==> src/rtl/speles_pkg.sv <==
// rtl/speles_pkg.sv - shared types and constants for the round countdown timer
package speles_pkg;

  typedef enum logic [1:0] {
    IDLE    = 2'd0,
    RUN     = 2'd1,
    EXPIRED = 2'd2
  } state_t;

  localparam int MAX_TIME        = 31;
  localparam int TICK_CYCLES_DEF = 50_000_000;

  // A zero start value would expire without ever counting, so it is promoted to one second.
  function automatic logic [4:0] load_value(input logic [4:0] v);
    return (v == 5'd0) ? 5'd1 : v;
  endfunction

endpackage

==> src/rtl/laiks_bcd.sv <==
// rtl/laiks_bcd.sv - combinational 5-bit binary (0..31) to two BCD digits
module laiks_bcd (
  input  logic [4:0] i_bin,
  output logic [3:0] o_tens,
  output logic [3:0] o_ones
);

  logic [4:0] w_sub;

  always_comb begin
    o_tens = 4'd0;
    w_sub  = 5'd0;
    if (i_bin >= 5'd30) begin
      o_tens = 4'd3;
      w_sub  = 5'd30;
    end else if (i_bin >= 5'd20) begin
      o_tens = 4'd2;
      w_sub  = 5'd20;
    end else if (i_bin >= 5'd10) begin
      o_tens = 4'd1;
      w_sub  = 5'd10;
    end
    o_ones = 4'(i_bin - w_sub);
  end

endmodule

==> src/rtl/speles_taimeris.sv <==
// rtl/speles_taimeris.sv - round countdown timer: synchronizer, prescaler, FSM, BCD display
module speles_taimeris
  import speles_pkg::*;
#(
  parameter int TICK_CYCLES = TICK_CYCLES_DEF
) (
  input  logic       clk,
  input  logic       rst,
  input  logic       time_f,
  input  logic [4:0] time_v,
  output logic       end_f,
  output logic [4:0] remaining,
  output logic [3:0] tens,
  output logic [3:0] ones,
  output logic       running
);

  localparam int PW = (TICK_CYCLES > 1) ? $clog2(TICK_CYCLES) : 1;

  state_t          r_state;
  logic            r_sync1;
  logic            r_sync2;
  logic            r_fsd;
  logic [PW-1:0]   r_presc;
  logic [4:0]      r_remaining;
  logic            r_end_f;
  logic            r_running;

  logic            w_rise;
  logic            w_fall;
  logic            w_tick;

  assign w_rise = r_sync2 & ~r_fsd;
  assign w_fall = ~r_sync2 & r_fsd;
  assign w_tick = (r_presc == PW'(TICK_CYCLES - 1));

  always_ff @(posedge clk) begin
    if (rst) begin
      r_state     <= IDLE;
      r_sync1     <= 1'b0;
      r_sync2     <= 1'b0;
      r_fsd       <= 1'b0;
      r_presc     <= '0;
      r_remaining <= 5'd0;
      r_end_f     <= 1'b0;
      r_running   <= 1'b0;
    end else begin
      r_sync1 <= time_f;
      r_sync2 <= r_sync1;
      r_fsd   <= r_sync2;
      case (r_state)
        IDLE: begin
          if (w_rise) begin
            r_remaining <= load_value(time_v);
            r_presc     <= '0;
            r_running   <= 1'b1;
            r_state     <= RUN;
          end
        end
        RUN: begin
          // An abort in a tick cycle suppresses the tick entirely.
          if (w_fall) begin
            r_running <= 1'b0;
            r_state   <= IDLE;
          end else if (w_tick) begin
            r_presc <= '0;
            if (r_remaining == 5'd1) begin
              r_remaining <= 5'd0;
              r_end_f     <= 1'b1;
              r_running   <= 1'b0;
              r_state     <= EXPIRED;
            end else begin
              r_remaining <= r_remaining - 5'd1;
            end
          end else begin
            r_presc <= r_presc + 1'b1;
          end
        end
        EXPIRED: begin
          if (w_fall) begin
            r_end_f <= 1'b0;
            r_state <= IDLE;
          end
        end
        default: r_state <= IDLE;
      endcase
    end
  end

  assign remaining = r_remaining;
  assign end_f     = r_end_f;
  assign running   = r_running;

  laiks_bcd u_bcd (
    .i_bin  (r_remaining),
    .o_tens (tens),
    .o_ones (ones)
  );

endmodule
==> config.mk <==
export PLATFORM = sky130hd
export DESIGN_NAME = speles_taimeris
export DESIGN_NICKNAME = d
export VERILOG_FILES = /design/src/rtl/speles_pkg.sv /design/src/rtl/laiks_bcd.sv /design/src/rtl/speles_taimeris.sv
export SDC_FILE = /design/constraint.sdc
export NUM_CORES = 1
export LEC_CHECK = 0
export BUFFER_PORTS_ARGS = -buffer_cell sky130_fd_sc_hd__buf_2
export CAP_MARGIN = 15
export CORE_MARGIN = 5
export CORE_UTILIZATION = 37
export DETAILED_ROUTE_END_ITERATION = 6
export PLACE_DENSITY = 0.51
export SYNTH_ARGS = -nofsm -noshare
export SYNTH_HDL_FRONTEND = slang
export SYNTH_SLANG_ARGS = --single-unit
==> constraint.sdc <==
create_clock -name clk -period 2.85 [get_ports clk]
set_input_delay 0.4275 -clock clk [delete_from_list [all_inputs] [get_ports clk]]
set_output_delay 0.4275 -clock clk [all_outputs]
set_load 0.02 [all_outputs]
Yosys cells after proc, flatten, opt, wreduce, memory -nomap -nowiden
Cells that the tools add are included.
{"block": "op_classes", "n_reduce_logical": 9, "eq_ne": 11, "n_bitwise": 4, "add_sub_neg": 3, "magnitude_cmp": 3, "n_mux": 32}
{"cell": "$mux 26", "count": 3}
{"cell": "$pmux 26 s2", "count": 1}
{"cell": "$add 26x1->26 const B", "count": 1}
{"cell": "$eq 26x26->1 const B", "count": 1}
{"cell": "$mux 5", "count": 5}
{"cell": "$mux 4", "count": 5}
{"cell": "$reduce_and 4->1", "count": 3}
{"cell": "$ge 5x5->1 const B", "count": 2}
{"cell": "$mux 2", "count": 5}
{"cell": "$ne 2x2->1 const B", "count": 5}
{"cell": "$pmux 5 s2", "count": 1}
{"cell": "$mux 1", "count": 9}
{"cell": "$ne 3x3->1 const B", "count": 2}
{"cell": "$pmux 2 s3", "count": 1}
{"cell": "$eq 5x1->1 const B", "count": 1}
{"cell": "$ge 5x4->1 const B", "count": 1}
{"cell": "$logic_not 5->1", "count": 1}
{"cell": "$reduce_and 5->1", "count": 1}
{"cell": "$sub 5x1->5 const B", "count": 1}
{"cell": "$pmux 1 s2", "count": 2}
{"cell": "$reduce_bool 2->1", "count": 2}
{"cell": "$sub 4x4->4", "count": 1}
{"cell": "$reduce_and 3->1", "count": 1}
{"cell": "$and 1x1->1", "count": 2}
{"cell": "other kinds (4)", "count": 5}
{"block": "word_totals", "in_bits": 8, "register_bits": 38, "output_inout_bits": 15}

Logic depth before layout (Yosys ltp)
Gate-level depths: netlist of the first run.
{"block": "depth", "ltp_word": 5, "depth_mapped": 11, "depth_no_buf": 11}

Hierarchy
From an unflattened synthesis of the first run, not the netlist that was laid out.
{"block": "unflattened", "hier_cells": 264, "area_unflattened_um2": 2174.6}
{"module": "speles_taimeris", "seq_area_each_um2": 760.7, "area_per_inst_um2": 2026.9, "cells_per_inst": 244, "instances": 1}
{"module": "laiks_bcd", "seq_area_each_um2": 0.0, "area_per_inst_um2": 147.6, "cells_per_inst": 20, "instances": 1}

Worst setup path after synthesis of the first run
OpenSTA, ideal clock, no wires.
{"block": "synth_timing", "kind": "register to output", "start": "register r_remaining[1], in the netlist remaining[1]", "end": "output port ones[3]", "arrival_ps": 2594, "path_stages_with_launch": 11, "path_slack_ps": -171, "required_ps": 2423, "path_cell_list": "dfxtp_1 ha_1 nor2_1 mux2i_1 a21oi_1 a21oi_1 ha_1 inv_1 fa_1 xor2_1 xnor2_1"}
{"block": "synth_via", "elab_chain_cells": 5}
{"element": "start, declared", "line_no": "speles_taimeris.sv:25", "text": "logic [4:0] r_remaining;"}
{"element": "start signal, assigned", "line_no": "speles_taimeris.sv:54", "text": "r_remaining <= load_value(time_v);"}
{"element": "start signal, assigned", "line_no": "speles_taimeris.sv:73", "text": "r_remaining <= r_remaining - 5'd1;"}
{"element": "$ge 5x4->1", "line_no": "laiks_bcd.sv:19", "text": "end else if (i_bin >= 5'd10) begin"}
{"element": "$mux 4", "line_no": "laiks_bcd.sv:19"}
{"element": "$mux 4", "line_no": "laiks_bcd.sv:16", "text": "end else if (i_bin >= 5'd20) begin"}
{"element": "$mux 4", "line_no": "laiks_bcd.sv:13", "text": "if (i_bin >= 5'd30) begin"}
{"element": "$sub 4x4->4 *", "line_no": "laiks_bcd.sv:23", "text": "o_ones = 4'(i_bin - w_sub);"}
{"element": "end, declared", "line_no": "speles_taimeris.sv:14", "text": "output logic [3:0] ones,"}
Mark *: on every way between the ends. The rest lies on a longest branch, timed or not.

Worst setup path in the final report of the first run
{"block": "layout_timing", "start": "register r_remaining[0], in the netlist remaining[0]", "end": "output port ones[3]"}
Same word-level chain as after synthesis.

==> results of run 1 <==
[synthesized netlist by cell type, drive strengths merged, types with 4 or more instances]
cell type   n  area share, %
a21oi      17            4.0
and4        5            2.2
buf         8            2.5
clkbuf      6            1.5
dfxtp      38             36
ha          5            3.0
inv         8            1.4
nand2      12            2.5
nand3      12            2.8
nand4      11            3.2
nor2       31            5.5
nor2b       4            1.2
nor3        7            2.1
nor4        4            1.9
o21ai      11            2.8
or3         5            1.5
xnor2       6            2.5
xor2       17            7.0
[worst min-delay path by stage]
stage          slack [ns]      end    start  cells past startpoint
2_1_floorplan        0.41  r_sync2  r_sync1                      1
3_3_place_gp         0.42  r_sync2  r_sync1                      1
3_5_place_dp         0.44  r_sync2  r_sync1                      1
4_1_cts              0.35  r_sync1   time_f                      2
5_1_grt              0.38  r_sync1   time_f                      2
6_report             0.35  r_sync1   time_f                      2
[metrics by stage]
| step | std cells | utilization, % | cell area (um^2) | setup TNS (ns) |
|---|---|---|---|---|
| 2_1_floorplan | 247 | - | 2130 | 0 |
| 3_3_place_gp | 331 | 41.3 | 2290 | 0 |
| 3_5_place_dp | 331 | 41.3 | 2290 | 0 |
| 4_1_cts | 340 | 44.0 | 2440 | 0 |
| 5_1_grt | 342 | 45.0 | 2490 | -0.0367 |
| 6_report | 342 | 45.0 | 2490 | 0 |
[kinds of logic after synthesis]
kind of cell	Yosys count	share of synthesized area [%]
XOR/XNOR	23	9.51
adder cells (fa/ha/maj)	6	3.90
multiplexers	3	1.42
AND/OR/NAND/NOR	112	31.4
other	1	0.177
flip-flops	38	35.9
AO/OA/AOI/OAI	41	12.2
buffers and inverters	22	5.49
[registers in the layout (all words and copies together), names as in the netlist]
| signal | flops |
|---|---|
| remaining | 5 |
| r_fsd | 1 |
| r_presc | 26 |
| r_state | 2 |
| r_sync1 | 1 |
| end_f | 1 |
| running | 1 |
| r_sync2 | 1 |
[where the power goes]
group	internal [uW]	switching (uW)
logic	80.7	111
clock network	373	191
registers	543	19.3
[what timing repair did]
item / 4_1_cts / 5_1_grt
gates resized for setup: 1 / 14
pin swaps: 0 / 4
buffers inserted: 1 / 2
endpoints found under the setup margin: 1 / 2
gates cloned: 0 / 0
[placed cells by master (no fill, tap or decap), types with 2 or more instances in the layout]
cell type | netlist | routed
a21oi_1 | 17 | 16
a311oi_1 | 2 | 2
and2_1 | 3 | 3
and3_1 | 2 | 2
and4_1 | 3 | 3
and4_2 | 2 | 2
buf_2 | 4 | 19
buf_4 | 3 | 9
bufinv_16 | 0 | 2
clkbuf_8 | 1 | 6
conb_1 | 1 | 2
dfxtp_1 | 38 | 35
dfxtp_4 | 0 | 2
ha_1 | 5 | 3
inv_1 | 8 | 6
mux2i_1 | 3 | 3
nand2_1 | 11 | 11
nand2b_1 | 2 | 2
nand3_1 | 12 | 12
nand4_1 | 11 | 11
nand4b_1 | 2 | 2
nor2_1 | 31 | 30
nor2b_1 | 4 | 4
nor3_1 | 5 | 5
nor3_2 | 2 | 2
nor3b_1 | 2 | 2
nor4_1 | 3 | 3
o21a_1 | 3 | 3
o21ai_0 | 9 | 9
or3_1 | 5 | 5
xnor2_1 | 6 | 6
xor2_1 | 17 | 16
[area by class of cell]
| type | instances | area [um^2] | share of cell area (%) |
|---|---|---|---|
| multi-input combinational | 187 | 1280 | 51.2 |
| inverter | 8 | 32.5 | 1.30 |
| sequential | 38 | 769 | 30.9 |
| clock buffer | 6 | 82.6 | 3.31 |
| timing repair buffer | 29 | 183 | 7.33 |
| clock inverter | 2 | 60.1 | 2.41 |
| tap | 72 | 90.1 | 3.61 |
[metal layers]
layer	vias to the layer above	part of all wire (%)	track usage (%)
met3	5	2.3	3.46
met4	0	0.91	4.17
met2	13	46	20.8
met5	-	0	0
li1	917	-	-
met1	805	51	19.1
==> flow_summary_export.csv, run 1 <==
group,metric,value,unit
setup_path,cp_max_fo,7,
placed_design,place_ws,0.321,ns
route,routed_wl,4.62,mm
setup_path,crit_family,"adder cells",
clocking,cts_tree,"yes",
cells_and_area,area_growth,17.7,%
die,die_h,85.7,um
timing,report.final.slew_viol_count,0,
timing,fin_ws,0.119,ns
yosys,async_reset_ff_share,0,%
route,drc,0,
status,status,"finished, final reports clean",
global_route,overflow,0,
global_route,grt_max_degree,27,
timing,min_period,2.73,ns
min_path,min_path_type,"in2reg",
clocking,cts_buffers,5,
setup_path,cp_cell_sequence,"inv_4, ha_4, nor2_2, mux2i_1, a21oi_1, a21oi_2, ha_2, inv_2, fa_2, xor2_2, xnor2_1, buf_4",
cells_and_area,final_net_count,283,
setup_path,max_stage_delay,0.38,ns
pwr,power_density,529,nW/um^2
clocking,clkSinkCount,38,
clocking,root_buffer,"clkbuf_8",
timing,fmax,366,MHz
global_route,grt_first_pass_wirelength,8.14,mm
die,start_util,38.2,%
pwr,finalPower,1320,uW
die,core_area,5540,um^2
setup_path,worst-path-buf-inv,3,
cells_and_area,num_antenna_cells,0,
clocking,h-tree-depth,2,
setup_path,r2r_setup_slack,0.64,ns
setup_path,worst-setup-path-type,"reg2out",
global_route,grt_pass1_vias,1620,
setup_path,rr_worst_depth,7,
placed_design,gp_congestion,0.766,
route,dr.pass1.iters,4,
yosys,synth_edf_count,0,
yosys,yosys_warnings,0,
setup_path,crit_end,"ones[3]",
timing,rsz0062_at_grt,"true",
timing,hold_viol,0,
setup_path,crit_cells,12,
route,ant_nets,0,
clocking,insertion_delay,0.29,ns
yosys,ys.flop_type,"dfxtp_1",
clocking,cts_hold_buf,0,
job,drv_cap,0,
placed_design,numPortBuffers,20,
cells_and_area,final_layout_size_suffix_gt1_share,23.7,%
yosys,seq_area_frac_synth,35.9,%
setup_path,startpoint,"remaining[0]",
setup_path,startpoint_type,"register",
die,design.die.area,7340,um^2
timing,finalSetupViolCount,0,
setup_path,worstSetupEndpointType,"output port",
yosys,avgSynthCellArea,8.61,um^2
route,drt_first_iter_violations,138,
setup_path,arrival,2.30,ns
die,io-pin-count,23,
timing,fin_crit_sh,95.8,%
global_route,antenna_found_initial,0,
yosys,syn_inst,246,
die,die_w,85.7,um
yosys,syn-cell-area,2120,um^2
timing,skew,0.00806,ns
setup_path,cpMaxStageDelayCell,"dfxtp_4",
pwr,vdd_drop_max,0.000309,V
setup_path,timing.rr.end,"r_presc[14]",
clocking,clk_pin_slew,0.08,ns
timing,max-slew-margin-rel,51.7,%
yosys,ys_ff_latch,38,
clocking,cts_buffer_depth,2,
setup_path,r2r-start,"r_fsd",
route,vias,1740,
placed_design,hpwl,3.30,mm
global_route,track_usage,13.7,%
setup_path,cp.required,2.42,ns
timing,tightest_slew,0.717,ns
cells_and_area,nFillCells,575,
route,vias_per_cell,5.09,
yosys,synth_cell_types,55,
pwr,leakagePower,0.000940,uW
timing,holdWs,0.354,ns
route,wl_per_cell,13.5,um
die,rows,27,
(Power assumes the default switching activity.)
==> inputs of run 2 (changes only) <==
- CORE_MARGIN: 5 -> 2
- PLACE_DENSITY: 0.51 -> 0.56
==> run 2 against run 1 <==
  * Via count decreased by 0.69%
  * Fmax increased by 1.3%
  * Register-to-register slack got worse by 0.06 ns
  * First-iteration DRC count decreased by 36%
  * Combinational power decreased by 3%
  * Sequential power about the same
  * Flip-flop and latch count unchanged
  * Wire length decreased by 1.9%
  * Design area decreased by 0.90%
  * Final cell count unchanged
  * Non-clock buffer count unchanged
  * Die area decreased by 14%
  * Critical path type unchanged
  * Largest power group unchanged
==> flow_summary_export.csv, run 2 (synthesis results as in run 1) <==
group,metric,value,unit
status,status,"finished, final reports clean",
timing,finalSetupTns,0,ns
route,wl_per_cell,13.3,um
placed_design,placedInstanceArea,2270,um^2
min_path,min_from,"time_f",
clocking,cts_hold_buf,0,
pwr,power_density,532,nW/um^2
timing,finalSetupViolCount,0,
placed_design,numPortBuffers,20,
global_route,use_met1,23.3,%
clocking,insertion_delay,0.29,ns
route,vias_per_cell,5.05,
setup_path,r2r_setup_slack,0.58,ns
clocking,clk_pin_slew,0.08,ns
job,drv_cap,0,
setup_path,timing.rr.end,"r_presc[2]",
cells_and_area,final_net_count,283,
setup_path,worst-path-buf-inv,3,
die,rows,27,
clocking,h-tree-depth,2,
global_route,grt_busiest_layer,"met1",
timing,max-slew-margin-rel,39.2,%
setup_path,max_stage_delay,0.36,ns
timing,report.final.slew_viol_count,0,
cells_and_area,layout_common_cells,"35 x dfxtp_1, 31 x nor2_1, 19 x buf_2",
clocking,cts_buffer_depth,2,
cells_and_area,num_antenna_cells,0,
timing,skew,0.00545,ns
timing,tightest_slew,0.909,ns
timing,holdWs,0.348,ns
placed_design,gp_congestion,0.750,
setup_path,worst-setup-path-type,"reg2out",
die,core_area,5510,um^2
cells_and_area,finish.instance_area,2470,um^2
pwr,seqPwrFrac,42.5,%
global_route,overflow,0,
pwr,swShare,24.5,%
clocking,cts_buffers,5,
cells_and_area,final_layout_size_suffix_gt1_share,23.0,%
clocking,clkSinkCount,38,
die,start_util,38.5,%
timing,min_period,2.70,ns
setup_path,cp_cell_sequence,"inv_4, ha_4, nor2_1, mux2i_1, a21oi_1, a21oi_2, ha_2, inv_2, fa_2, xor2_1, xnor2_1, buf_4",
placed_design,hpwl,3.10,mm
cells_and_area,largest_reg_flops,26,
global_route,use_met3,2.94,%
setup_path,cp.required,2.42,ns
pwr,p_int,992,uW
cells_and_area,area_growth,16.7,%
setup_path,rr_worst_depth,7,
clocking,cts_tree,"yes",
cells_and_area,top_register,"r_presc",
die,design.die.area,6350,um^2
route,vias,1728,
setup_path,worstSetupEndpointType,"output port",
global_route,track_usage,15.3,%
route,ant_nets,0,
pwr,p_switching,322,uW
timing,fmax,371,MHz
timing,fin_crit_sh,94.6,%
die,die_w,79.7,um
global_route,grt_util_met2,21.3,%
route,drc,0,
global_route,grt_max_degree,27,
setup_path,cp_max_fo,3,
route,routed_wl,4.53,mm
min_path,hold_depth,2,
route,drt_first_iter_violations,88,
timing,hold_viol,0,
pwr,leakagePower,0.000932,uW
route,dr.pass1.iters,4,
pwr,vdd_drop_max,0.000243,V
global_route,antenna_found_initial,0,
die,die_h,79.7,um
setup_path,startpoint_type,"register",
die,io-pin-count,23,
clocking,root_buffer,"clkbuf_8",
setup_path,arrival,2.27,ns
cells_and_area,fin_util,44.9,%
setup_path,cpMaxStageDelayCell,"dfxtp_4",
min_path,hold_path_end,"r_sync1",
timing,rsz0062_at_grt,"false",
pwr,finalPower,1310,uW
global_route,grt_pass1_vias,1575,
global_route,grt_first_pass_wirelength,7.70,mm
cells_and_area,final_common_cell,"dfxtp_1",
setup_path,r2r-start,"r_fsd",
min_path,min_path_type,"in2reg",
pwr,power_frac_comb,14.2,%
pwr,clockPowerShare,43.3,%
setup_path,crit_family,"adder cells",
==> run 2: cell count changes in the layout (fill, tap and decap cells not counted) <==
| cell | before | now |
|---|---|---|
| buf_12 | 1 | 0 |
| buf_4 | 9 | 10 |
| nor2_1 | 30 | 31 |
| nor2_2 | 1 | 0 |
| xor2_1 | 16 | 17 |
| xor2_2 | 1 | 0 |
==> run 2: routing by layer <==
layer / vias to the layer above / wire length [um]
met1: 791 / 2420
met4: 0 / 38
met3: 5 / 136
met2: 23 / 1940
li1: 909 / -
met5: - / 0
==> run 2: area by class of cell <==
type	instances	area (um^2)
clock buffers	6	82.6
clock inverters	2	60.1
fillers	561	3040
inverters	8	32.5
multi-input cells	187	1270
flip-flops and latches	38	769
well taps	72	90.1
repair buffers	29	170
==> run 2: worst max path at each step <==
| stage | depth (start not counted) | slack, ns | startpoint | endpoint |
|---|---|---|---|---|
| 6_report | 12 | 0.15 | remaining[0] | ones[3] |
| 3_3_place_gp | 11 | 0.39 | remaining[1] | ones[3] |
| 2_1_floorplan | 10 | 0.02 | remaining[1] | ones[3] |
| 4_1_cts | 12 | 0.04 | remaining[0] | ones[3] |
| 3_5_place_dp | 12 | 0.32 | remaining[0] | ones[3] |
| 5_1_grt | 12 | 0.002 | remaining[0] | ones[3] |
==> run 2: repair_timing <==
item | in CTS | in global routing
setup buffers | 1 | 2
setup endpoints to repair | 1 | 1
resized for setup | 0 | 13
pin swaps | 0 | 3
==> run 2: per-stage QoR <==
stage                     setup slack, ns  instances
after floorplan                    0.0249        247
after global placement              0.389        331
after detailed placement            0.322        331
after CTS                          0.0412        340
after global routing              0.00245        342
final                               0.154        342
==> run 2: power groups by stage <==
stage	clock (uW)	sequential, uW	combinational [uW]
2_1_floorplan	0	576	128
3_3_place_gp	0	571	174
3_5_place_dp	0	571	174
4_1_cts	588	559	177
5_1_grt	611	562	209
6_report	569	559	186
